## src/rtl/instr_encoder.sv

```systemverilog
// Symbolic MIPS instruction encoder and sequential instruction-memory loader.
// state | meaning: IDLE wait for start_i; RUN accept/encode requests; DONE one-cycle end pulse
module instr_encoder #(
  parameter int ADDR_W    = 8,
  parameter int BASE_ADDR = 0
) (
  input  logic              clk_i,
  input  logic              rst_i,
  input  logic              start_i,
  input  logic              req_valid_i,
  output logic              req_ready_o,
  input  logic [2:0]        req_kind_i,
  input  logic [4:0]        req_rs_i,
  input  logic [4:0]        req_rt_i,
  input  logic [4:0]        req_rd_i,
  input  logic [4:0]        req_shamt_i,
  input  logic [5:0]        req_funct_i,
  input  logic [15:0]       req_imm_i,
  input  logic              req_last_i,
  output logic              mem_we_o,
  output logic [ADDR_W-1:0] mem_addr_o,
  output logic [31:0]       mem_data_o,
  output logic              busy_o,
  output logic              done_o,
  output logic              err_o,
  output logic [ADDR_W:0]   count_o
);

  typedef enum logic [1:0] {S_IDLE, S_RUN, S_DONE} state_t;

  localparam logic [ADDR_W:0]   LIMIT   = (ADDR_W+1)'((1 << ADDR_W) - BASE_ADDR);
  localparam logic [ADDR_W-1:0] BASE    = ADDR_W'(BASE_ADDR);
  localparam logic [ADDR_W:0]   CNT_ONE = {{ADDR_W{1'b0}}, 1'b1};

  state_t          state_q, state_d;
  logic [ADDR_W:0] count_q;
  logic            full, fire, legal, fills, end_sess;
  logic [31:0]     enc_word;

  always_comb begin
    enc_word = 32'd0;
    case (req_kind_i)
      3'd0: enc_word = {6'b000000, req_rs_i, req_rt_i, req_rd_i, req_shamt_i, req_funct_i};
      3'd1: enc_word = {6'b001000, req_rs_i, req_rt_i, req_imm_i};
      3'd2: enc_word = {6'b001011, req_rs_i, req_rt_i, req_imm_i};
      3'd3: enc_word = {6'b000100, req_rs_i, req_rt_i, req_imm_i};
      3'd4: enc_word = {6'b001111, 5'd0, req_rt_i, req_imm_i};
      3'd5: enc_word = {6'b001101, req_rs_i, req_rt_i, req_imm_i};
      3'd6: enc_word = {6'b000101, req_rs_i, req_rt_i, req_imm_i};
      default: enc_word = 32'd0;
    endcase
  end

  always_comb begin
    full        = (count_q == LIMIT);
    req_ready_o = (state_q == S_RUN) && !full;
    fire        = req_valid_i && req_ready_o;
    legal       = (req_kind_i != 3'd7);
    // the write that fills the final word closes the session on its own
    fills       = legal && ((count_q + CNT_ONE) == LIMIT);
    end_sess    = fire && (req_last_i || fills);
    state_d     = state_q;
    case (state_q)
      S_IDLE:  if (start_i) state_d = S_RUN;
      S_RUN:   if (end_sess) state_d = S_DONE;
      S_DONE:  state_d = S_IDLE;
      default: state_d = S_IDLE;
    endcase
  end

  assign busy_o  = (state_q != S_IDLE);
  assign done_o  = (state_q == S_DONE);
  assign count_o = count_q;

  always_ff @(posedge clk_i or posedge rst_i) begin
    if (rst_i) begin
      state_q    <= S_IDLE;
      count_q    <= '0;
      mem_we_o   <= 1'b0;
      mem_addr_o <= BASE;
      mem_data_o <= 32'd0;
      err_o      <= 1'b0;
    end else begin
      state_q  <= state_d;
      mem_we_o <= fire && legal;
      if (state_q == S_IDLE && start_i) begin
        count_q <= '0;
        err_o   <= 1'b0;
      end
      if (fire) begin
        if (legal) begin
          mem_addr_o <= BASE + count_q[ADDR_W-1:0];
          mem_data_o <= enc_word;
          count_q    <= count_q + CNT_ONE;
        end else begin
          err_o <= 1'b1;
        end
      end
    end
  end

endmodule

```

## config.mk

```make
export PLATFORM = sky130hd
export DESIGN_NAME = instr_encoder
export DESIGN_NICKNAME = d
export VERILOG_FILES = /design/src/rtl/instr_encoder.sv
export SDC_FILE = /design/constraint.sdc
export NUM_CORES = 1
export LEC_CHECK = 0
export CAP_MARGIN = 10
export CORE_ASPECT_RATIO = 1.1
export CORE_MARGIN = 2
export CORE_UTILIZATION = 40
export DETAILED_ROUTE_END_ITERATION = 8
export DONT_BUFFER_PORTS = 1
export MAX_ROUTING_LAYER = met4
export PLACE_DENSITY = 0.52
export SYNTH_ARGS = -nofsm -noshare
export SYNTH_HDL_FRONTEND = slang
export SYNTH_SLANG_ARGS = --single-unit
```

## constraint.sdc

```tcl
create_clock -name clk_i -period 3.7 [get_ports clk_i]
set_input_delay 1.11 -clock clk_i [delete_from_list [all_inputs] [get_ports clk_i]]
set_output_delay 1.11 -clock clk_i [all_outputs]
set_load 0.01 [all_outputs]
```

==> impl_metrics.tcl <==
set metrics [dict create \
    hold_slack_ps 548.0 \
    grt_max_degree 52 \
    rows 29 \
    min_to "mem_data_o[23]" \
    antenna_found_initial 0 \
    arrival_ps 1750 \
    status "complete, no violations" \
    clkTransAtPathRegs_ps 100 \
    cts_buffers 5 \
    synth_edf_count 0 \
    layoutNonFillerInstCount 329 \
    path_max_fanout 7 \
    rsz0062_at_grt "no" \
    critPathLaunchType "flip-flop" \
    setup_tns_ps 0 \
    reg2reg_depth 9 \
    avgViaCountPerCell 5.410 \
    drcViolationCount 0 \
    rr_startpoint "count_o[0]" \
    synth_top_cell_by_area "dfrtp_1" \
    clock_latency_ps 300 \
    grt.overflow.total 0 \
    synth.distinct_cells 41 \
    synth_top_cells_by_area "dfrtp_1 52%, nand2_1 7.9%, a221oi_1 5.7%, nor2_1 4.4%, nand3_1 3.5%" \
    htree_num_levels 2 \
    r2r_slack_ps 1100 \
    hpwl_um 3770 \
    nFillCells 586 \
    cts_root_buf "clkbuf_8" \
    synth_cells 259 \
    place_congestion 0.7428 \
    fp.coreArea_um2 5842 \
    initial_core_util_pct 42.06 \
    antenna_left 0 \
    cts_resized 0 \
    port_buffers 0 \
    drt_iter0_drc 116 \
    area_growth_pct 3.208 \
    drt_pass1_iterations 4 \
    yosysWarnings 0 \
    place_area_um2 2442 \
    slew_headroom_pct 28.13 \
    cts_tree "done" \
    seq_area_um2 1276 \
    clock-sinks 51 \
    ys_seq_area_share_pct 51.93 \
    max_freq_mhz 349.6 \
    num_vias 1780 \
    grt_pass1_wl_um 9018 \
    hold_violations 0 \
    worstReg2RegEnd "mem_data_o[15]" \
    yosysTopAreaCellShare_pct 51.93 \
    final_common_cell "nand2_1" \
    die_area_um2 6787 \
    ys_ff_latch 51 \
    nets 303 \
    synth.avg_cell_area_um2 9.488 \
    chipHeight_um 86.21 \
    fin_util_pct 43.41 \
    hold_start "mem_data_o[23]" \
    io_pins 104 \
    hold_class "reg -> reg" \
    grt_pass1_vias 1799 \
    cp.required_ps 2590 \
    track_usage_pct 17.39 \
    maxSlewViolCount 0 \
    multiInputGateArea_um2 1017 \
    maxCapViolCount 0 \
    postCtsHoldBufs 0 \
    mostFrequentLayoutCells "52 x nand2_1, 51 x dfrtp_1, 29 x nor2_1" \
    post_cts_buffers 0 \
    fin_crit_sh_pct 77.30 \
    tightest_slew_ps 1077 \
    max-vdd-ir-drop_uv 237.7 \
    power.density_nw_per_um2 714.1 \
    ys.flop_type "dfrtp_1" \
    synthArstFlopShare_pct 100.0 \
    syn-cell-area_um2 2457 \
    worstSetupPathType "reg -> out" \
    dp.cells 321 \
    hold-path-cell-count 2 \
    period_needed_ps 2860 \
    final_area_um2 2536 \
    finalClockSkew_ps 6.468 \
    setup_violations 0 \
    totalWireLength_um 5387 \
    wl_per_cell_um 16.37 \
    die_w_um 78.73 \
    p_leak_nw 1.127 \
    worstSetupEndpointType "output port" \
    num_antenna_cells 0 \
    cts.path.max_buffers 2 \
    final_layout_size_suffix_gt1_share_pct 11.51 \
]
critical path, cell delays in order, from the launching register on:
cell and delay (ps):
dfrtp_1 490, inv_1 160, ha_1 160, nor4b_2 420, a21oi_1 210
registers in the layout (all words and copies together), names as in the netlist:
| name | count |
|---|---|
| count_o | 9 |
| state_q | 2 |
| mem_we_o | 1 |
| err_o | 1 |
| mem_data_o | 30 |
| mem_addr_o | 8 |
cell type report:
| class | instances | area share (%) |
|---|---|---|
| tap | 77 | 3.799 |
| sequential | 51 | 50.32 |
| multi-input combinational | 182 | 40.11 |
| clock inverter | 3 | 0.9867 |
| inverter | 8 | 1.184 |
| timing repair buffer | 3 | 0.8880 |
| clock buffer | 5 | 2.713 |
cell usage after synthesis, types with 2 or more instances:
master     n
nor2_1    29
nand2b_1   2
o21ai_1    4
inv_1      7
nor2_2    10
buf_2      5
nor4b_2    2
nand3_1   17
buf_4      6
or3_1      4
a221oi_1  16
a21oi_1    6
and2_1     3
clkbuf_1   3
nand2_1   52
a22o_1     3
xor2_1     2
o211ai_1   2
nand4_1    3
dfrtp_1   51
buf_6      5
ha_1       2
o21ai_0    7
layer usage:
metal	GRT usage (%)	vias to the layer above	part of all wire, %
met2	28.90	79	48
met5	-	-	0
met4	4.785	0	1.2
met3	6.146	6	9.7
met1	20.03	828	41
li1	-	867	-
how the worst max path moves through the flow:
stage | from | end | slack (ps)
finish | count_o[1] | req_ready_o | 840
global route | count_o[1] | req_ready_o | 690
CTS | count_o[1] | req_ready_o | 810
detailed placement | req_valid_i | mem_data_o[28] | 1010
global placement | req_valid_i | mem_data_o[28] | 1040
floorplan | req_kind_i[0] | mem_data_o[0] | 1270
logic make-up (layout without fill, tap and decap cells):
kind of cell,count (synthesis),after routing,synth area share [%]
xor+xnor,3,3,1.069
compound gates,46,46,14.26
other cells,1,2,0.1526
mux,1,1,0.4073
simple gates,128,128,24.34
buf+inv,27,19,6.822
fa+ha+maj,2,2,1.018
flops,51,51,51.93
through the flow:
stage / setup WS [ps] / power [mW]
3_3_place_gp: 1037 / 1.500
6_report: 839.9 / 1.811
2_1_floorplan: 1266 / 1.414
4_1_cts: 806.2 / 1.852
5_1_grt: 689.6 / 1.975
3_5_place_dp: 1008 / 1.514
where the power goes:
part | total [mW] | switching (mW) | leakage (nW) | internal (mW)
sequential | 1.02 | 0.263 | 0.638 | 0.760
combinational | 0.460 | 0.279 | 0.445 | 0.181
clock | 0.328 | 0.193 | 0.0443 | 0.136
Power figures use the tool's default switching activity.
